[src/rtl/vga_sync_gen_pkg.sv]
// Shared 640x480@60 VGA timing defaults, derived totals and sync boundaries, and axis phase encoding.
package vga_sync_gen_pkg;
  localparam int CNT_W     = 10;
  localparam int MAX_TOTAL = 1 << CNT_W;

  localparam int H_ACTIVE_D = 640;
  localparam int H_FP_D     = 16;
  localparam int H_SYNC_D   = 96;
  localparam int H_BP_D     = 48;
  localparam int V_ACTIVE_D = 480;
  localparam int V_FP_D     = 10;
  localparam int V_SYNC_D   = 2;
  localparam int V_BP_D     = 33;

  localparam int H_TOTAL_D      = H_ACTIVE_D + H_FP_D + H_SYNC_D + H_BP_D;
  localparam int V_TOTAL_D      = V_ACTIVE_D + V_FP_D + V_SYNC_D + V_BP_D;
  localparam int H_SYNC_START_D = H_ACTIVE_D + H_FP_D;
  localparam int H_SYNC_END_D   = H_SYNC_START_D + H_SYNC_D;
  localparam int V_SYNC_START_D = V_ACTIVE_D + V_FP_D;
  localparam int V_SYNC_END_D   = V_SYNC_START_D + V_SYNC_D;

  typedef enum logic [1:0] {
    PH_ACT = 2'd0,
    PH_FP  = 2'd1,
    PH_SYN = 2'd2,
    PH_BP  = 2'd3
  } phase_t;

  function automatic int axis_total(input int act, input int fp, input int syn, input int bp);
    return act + fp + syn + bp;
  endfunction
endpackage

[src/rtl/vga_axis_timer.sv]
// One scan axis: position counter plus ACT/FP/SYN/BP phase FSM with registered sync level.
// Count, phase and sync move together on i_step; o_wrap flags the step that returns the count to 0.
module vga_axis_timer
  import vga_sync_gen_pkg::*;
#(
  parameter int   ACTIVE   = H_ACTIVE_D,
  parameter int   FP       = H_FP_D,
  parameter int   SYNC     = H_SYNC_D,
  parameter int   BP       = H_BP_D,
  parameter logic SYNC_POL = 1'b0
) (
  input  logic             clk,
  input  logic             reset,
  input  logic             i_step,
  output logic [CNT_W-1:0] o_count,
  output logic [CNT_W-1:0] o_count_nxt,
  output phase_t           o_phase,
  output logic             o_wrap,
  output logic             o_sync
);
  localparam int               TOTAL     = axis_total(ACTIVE, FP, SYNC, BP);
  localparam logic [CNT_W-1:0] LAST      = CNT_W'(TOTAL - 1);
  localparam logic [CNT_W-1:0] FP_START  = CNT_W'(ACTIVE);
  localparam logic [CNT_W-1:0] SYN_START = CNT_W'(ACTIVE + FP);
  localparam logic [CNT_W-1:0] BP_START  = CNT_W'(ACTIVE + FP + SYNC);

  logic [CNT_W-1:0] r_count;
  phase_t           r_phase;
  logic             r_sync;
  logic             w_last;
  logic [CNT_W-1:0] w_count_nxt;

  assign w_last      = (r_count == LAST);
  assign w_count_nxt = !i_step ? r_count : (w_last ? '0 : r_count + 1'b1);

  // Phase and sync are decided from the value the counter is about to take,
  // so they always describe the count presented on the same edge.
  always_ff @(posedge clk or posedge reset) begin
    if (reset) begin
      r_count <= LAST;
      r_phase <= PH_BP;
      r_sync  <= ~SYNC_POL;
    end else if (i_step) begin
      r_count <= w_count_nxt;
      case (r_phase)
        PH_ACT: if (w_count_nxt == FP_START) r_phase <= PH_FP;
        PH_FP:  if (w_count_nxt == SYN_START) begin
                  r_phase <= PH_SYN;
                  r_sync  <= SYNC_POL;
                end
        PH_SYN: if (w_count_nxt == BP_START) begin
                  r_phase <= PH_BP;
                  r_sync  <= ~SYNC_POL;
                end
        PH_BP:  if (w_last) r_phase <= PH_ACT;
      endcase
    end
  end

  assign o_count     = r_count;
  assign o_count_nxt = w_count_nxt;
  assign o_phase     = r_phase;
  assign o_wrap      = i_step & w_last;
  assign o_sync      = r_sync;
endmodule

[src/rtl/vga_sync_gen.sv]
// VGA pixel timing: clock divider to pixel strobe, horizontal/vertical scan counters, registered syncs.
// Outputs other than pix_en change only on pix_en edges and reflect the coordinates of that same edge.
module vga_sync_gen
  import vga_sync_gen_pkg::*;
#(
  parameter int   CLK_DIV  = 4,
  parameter int   H_ACTIVE = H_ACTIVE_D,
  parameter int   H_FP     = H_FP_D,
  parameter int   H_SYNC   = H_SYNC_D,
  parameter int   H_BP     = H_BP_D,
  parameter int   V_ACTIVE = V_ACTIVE_D,
  parameter int   V_FP     = V_FP_D,
  parameter int   V_SYNC   = V_SYNC_D,
  parameter int   V_BP     = V_BP_D,
  parameter logic SYNC_POL = 1'b0
) (
  input  logic             clk,
  input  logic             reset,
  output logic             pix_en,
  output logic [CNT_W-1:0] CounterX,
  output logic [CNT_W-1:0] CounterY,
  output logic             hsync,
  output logic             vsync,
  output logic             in_display,
  output logic             line_start,
  output logic             frame_start
);
  localparam int H_TOTAL = axis_total(H_ACTIVE, H_FP, H_SYNC, H_BP);
  localparam int V_TOTAL = axis_total(V_ACTIVE, V_FP, V_SYNC, V_BP);

  generate
    if (H_TOTAL > MAX_TOTAL || V_TOTAL > MAX_TOTAL) begin : g_bad_total
      $error("vga_sync_gen: scan totals exceed counter range");
    end
    if (CLK_DIV < 1 || CLK_DIV > 16) begin : g_bad_div
      $error("vga_sync_gen: CLK_DIV out of range 1..16");
    end
  endgenerate

  logic [3:0]       r_div;
  logic             r_in_display;
  logic             r_line_start;
  logic             r_frame_start;
  logic             w_pix_en;
  logic             w_v_step;
  logic             w_h_wrap;
  logic             w_v_wrap;
  logic [CNT_W-1:0] w_x_nxt;
  logic [CNT_W-1:0] w_y_nxt;
  phase_t           w_h_phase;
  phase_t           w_v_phase;

  assign w_pix_en = (r_div == 4'(CLK_DIV - 1));
  assign w_v_step = w_pix_en & w_h_wrap;

  vga_axis_timer #(
    .ACTIVE(H_ACTIVE), .FP(H_FP), .SYNC(H_SYNC), .BP(H_BP), .SYNC_POL(SYNC_POL)
  ) u_h_timer (
    .clk        (clk),
    .reset      (reset),
    .i_step     (w_pix_en),
    .o_count    (CounterX),
    .o_count_nxt(w_x_nxt),
    .o_phase    (w_h_phase),
    .o_wrap     (w_h_wrap),
    .o_sync     (hsync)
  );

  vga_axis_timer #(
    .ACTIVE(V_ACTIVE), .FP(V_FP), .SYNC(V_SYNC), .BP(V_BP), .SYNC_POL(SYNC_POL)
  ) u_v_timer (
    .clk        (clk),
    .reset      (reset),
    .i_step     (w_v_step),
    .o_count    (CounterY),
    .o_count_nxt(w_y_nxt),
    .o_phase    (w_v_phase),
    .o_wrap     (w_v_wrap),
    .o_sync     (vsync)
  );

  // Wrap pulses mark exactly the edges where X (and Y) become 0.
  always_ff @(posedge clk or posedge reset) begin
    if (reset) begin
      r_div         <= '0;
      r_in_display  <= 1'b0;
      r_line_start  <= 1'b0;
      r_frame_start <= 1'b0;
    end else begin
      r_div <= w_pix_en ? '0 : r_div + 1'b1;
      if (w_pix_en) begin
        r_in_display  <= (w_x_nxt < CNT_W'(H_ACTIVE)) && (w_y_nxt < CNT_W'(V_ACTIVE));
        r_line_start  <= w_h_wrap;
        r_frame_start <= w_v_wrap;
      end
    end
  end

  assert property (@(posedge clk) disable iff (reset)
    in_display == ((w_h_phase == PH_ACT) && (w_v_phase == PH_ACT)));

  assign pix_en      = w_pix_en;
  assign in_display  = r_in_display;
  assign line_start  = r_line_start;
  assign frame_start = r_frame_start;
endmodule

[config.mk]
export PLATFORM = sky130hd
export DESIGN_NAME = vga_sync_gen
export DESIGN_NICKNAME = d
export VERILOG_FILES = /design/src/rtl/vga_sync_gen_pkg.sv /design/src/rtl/vga_axis_timer.sv /design/src/rtl/vga_sync_gen.sv
export SDC_FILE = /design/constraint.sdc
export NUM_CORES = 1
export LEC_CHECK = 0
export CORE_ASPECT_RATIO = 1.2
export CORE_MARGIN = 3
export CORE_UTILIZATION = 35
export CTS_CLUSTER_DIAMETER = 150
export DETAILED_ROUTE_END_ITERATION = 7
export PLACE_DENSITY = 0.6
export SKIP_CTS_REPAIR_TIMING = 1
export SLEW_MARGIN = 10
export SYNTH_ARGS = -nofsm -noshare
export SYNTH_HDL_FRONTEND = slang
export SYNTH_SLANG_ARGS = --single-unit
[constraint.sdc]
create_clock -name clk -period 3.3 [get_ports clk]
set_input_delay 0.99 -clock clk [delete_from_list [all_inputs] [get_ports clk]]
set_output_delay 0.99 -clock clk [all_outputs]
set_load 0.005 [all_outputs]
==> results.md <==
- Switching share of total power: between 20% and 30%
- Synth warnings: 0
- Worst path depth: 4
- Vias in the first global route: about 1800
- Setup_tns: 0 ns
- RSZ-0062 raised after global routing: false
- Area of the multi-input gates: between 1000 and 1500 µm²
- Fin crit period: about 3.1 ns
- Site Rows: 30
- Placer's final routability congestion estimate: 0.8667
- Slew margin rel.: just under 70%
- Post-synthesis sequential area ratio: roughly two fifths
- Per-cell routed wire length: roughly 15 µm
- All-Layer GR Usage: 15.34%
- I/O pin count: 28
- Commonest non-fill, non-tap cells in the layout: clkdlybuf4s50_1, nand2_1, dfrtp_1
- Endpoints failing hold: 0
- CTS tree: built
- Finished Layout Cells: around 340
- Element type at the critical path start: register
- #FFs+latches synth: 33
- Clock share of power: between 40% and 50%
- Ys async rst share: 100.0%
- Outcome: finished, final reports clean
- Iter 0 DRT Violations: 81
- Die Span Y: between 90 and 100 µm
- # H-tree levels: 2
- Num CTS Buffers: 5
- CP Class: reg2out
- Syn Inst Count: 229
- Placed inst area: between 2000 and 3000 µm²
- Core area: 5856 µm²
- Worst Reg-to-Reg Cells: 9
- Largest net degree at the start of global routing: 34
- Initial antenna violation count: 0
- Avg Cell Area, Syn: approximately 9.6 µm²
- Port Buffers: 27
- Worst Path Arrival: about 2.1 ns
- Worst IR Drop VDD: about 150 µV
- Setup crit end kind: output port
- Ys flop type: dfrtp_1
- DRC errors left: 0
- Share of post-route cells with drive strength above 1: roughly 16%
- Routed Antenna Nets: 0
- Final period util: 92.57%
- Top cells by area, synth: dfrtp_1, dfstp_2, ha_1
- Combinational share of power: 1.2%
- Internal power: 0.6535 mW
- Cell at the slowest stage of the critical path: clkdlybuf4s50_1
- FF/Latch Area: about 850 µm²
- Die X: between 70 and 80 µm
- Count of pins over their slew limit: 0
- Commonest non-fill, non-tap cell in the layout: clkdlybuf4s50_1
- Layout Skew: 0.007017 ns
- Post-route cell area: about 2700 µm²
- First-pass GRT wire length: about 8800 µm
- LEAKAGE: 1.034 nW
- Yosys top cell area share: between 10% and 20%
- Final WL: between 5000 and 6000 µm
- Max Cap Viol: 0
- Area delta synth->final: 21.27%
- Initial Utilization: 37.37%
- Antenna cell count: 0
- NetSw: around 0.16 mW
- Root Buffer: clkbuf_8
- Nets: 271
- Die Area: ~7200 µm²
- Longest Clk Path Bufs: 2
- Grt total ovfl: 0
- Via density: 5.515
- Net Count, Synth: approximately 240
- Worst hold stages: 1
- Crit-path cells: ha_1 -> or3b_4 -> inv_1 -> clkdlybuf4s50_1
- Reg clk slew, reported paths: about 0.070 ns
- Router iterations before antenna repair: 4
- Fillcell total: just under 600
- Routed vias: about 1900
- Top delay family on crit path: buffers and inverters
- Skew-Pair Late Insertion Delay: around 0.29 ns
- Post-synth EDFFs: 0
- Worst Max-Slew Pin Slew: ~0.47 ns
- Flop pwr share: roughly half
- CP bufs+invs: 2
- Dpl hpwl: approximately 3700 µm
- Synth unique cells: between 50 and 60
- Clock sinks: 33
- Power Dens Cells: a little over 300 nW/µm²
- Post-Syn Area: 2188 µm²
- Final setup fails: 0
- Upper clock frequency limit: between 0.3 and 0.4 GHz
- Dominant cell type by area after synthesis: dfrtp_1
- Worst EP required: 2.31 ns
- Worst min path class: reg2reg
- Placed cells: 330
- Largest stage delay, worst path: 0.53 ns
- Maximum fanout along the worst path: 12
## final cells by class
class	instances	area share, %
Multi-Input combinational cell	171	46.25
Sequential cell	33	31.87
Timing Repair Buffer	33	11.88
Tap cell	80	3.772
Clock buffer	7	3.253
Inverter	13	1.839
Clock inverter	1	1.132
## registers in the layout (all words and copies together) (netlist names)
name / count
u_h_timer.o_sync: 1
u_h_timer.o_phase: 2
u_v_timer.o_count: 10
frame_start: 1
u_h_timer.o_count: 10
u_v_timer.o_phase: 2
line_start: 1
r_div: 4
in_display: 1
u_v_timer.o_sync: 1
## Yosys cell counts, types with 4 or more instances
master and number:
a21oi_1 6, clkbuf_1 7, dfrtp_1 17, dfstp_2 16, ha_1 12, inv_1 13, mux2_1 4, nand2_1 24
nand3_1 14, nand4_1 7, nor2_1 12, nor3_1 6, o21ai_0 7, o31ai_1 6, xnor2_1 7, xor2_1 4
## worst reg2reg max path: stages, from the launching register on
cell and delay (ns):
dfrtp_1 0.37, ha_1 0.21, or3b_4 0.48, buf_4 0.20, nor4_4 0.26, xnor2_1 0.13
nor4_2 0.39, nand4_1 0.20, a221oi_2 0.38, mux2_1 0.35
## power groups by stage
| stage | Sequential (mW) | Clock [mW] | Combinational (mW) |
|---|---|---|---|
| 3_3_place_gp | 0.412 | 0 | 0.0107 |
| 4_1_cts | 0.405 | 0.414 | 0.0108 |
| 5_1_grt | 0.405 | 0.427 | 0.0117 |
| 3_5_place_dp | 0.412 | 0 | 0.0110 |
| 2_1_floorplan | 0.412 | 0 | 0.00580 |
| 6_report | 0.405 | 0.402 | 0.0100 |
## cell families (layout without fill, tap and decap cells)
| logic type | after synthesis | after routing | share of synthesized area [%] |
|---|---|---|---|
| fa+ha+maj | 12 | 12 | 6.861 |
| buf+inv | 25 | 54 | 5.546 |
| mux | 7 | 7 | 3.430 |
| simple gates | 93 | 93 | 24.87 |
| xor+xnor | 11 | 11 | 4.402 |
| compound gates | 48 | 48 | 16.24 |
| flops | 33 | 33 | 38.65 |
## metal layers
layer	global-route usage [%]	share of wire (%)	vias to the layer above
li1	-	-	899
met1	19.21	45	902
met2	25.43	49	50
met3	3.113	4.2	13
met4	6.706	2.3	0
met5	0	0	-
## worst paths after layout
path / slack [ns] / end / start
max reg2reg: 0.26 / u_h_timer.o_phase[1] / r_div[0]
min reg2reg: 0.48 / r_div[0] / r_div[0]
min in group asynchronous: 1.09 / u_h_timer.o_count[6] / reset
min: 0.48 / r_div[0] / r_div[0]
max: 0.25 / pix_en / r_div[0]
max in group asynchronous: 1.85 / u_v_timer.o_phase[1] / reset
## metrics by stage
stage          hold WS (ns)  util, %  power [mW]  setup slack [ns]
2_1_floorplan        0.4331        -      0.4181            0.4862
3_3_place_gp         0.4460    43.23      0.4229            0.1091
3_5_place_dp         0.4547    43.23      0.4232           0.08666
4_1_cts              0.4876    45.21      0.8304           0.06240
5_1_grt              0.5032    45.32      0.8433           0.07677
6_report             0.4801    45.32      0.8171            0.2450
(Power assumes the default switching activity.)
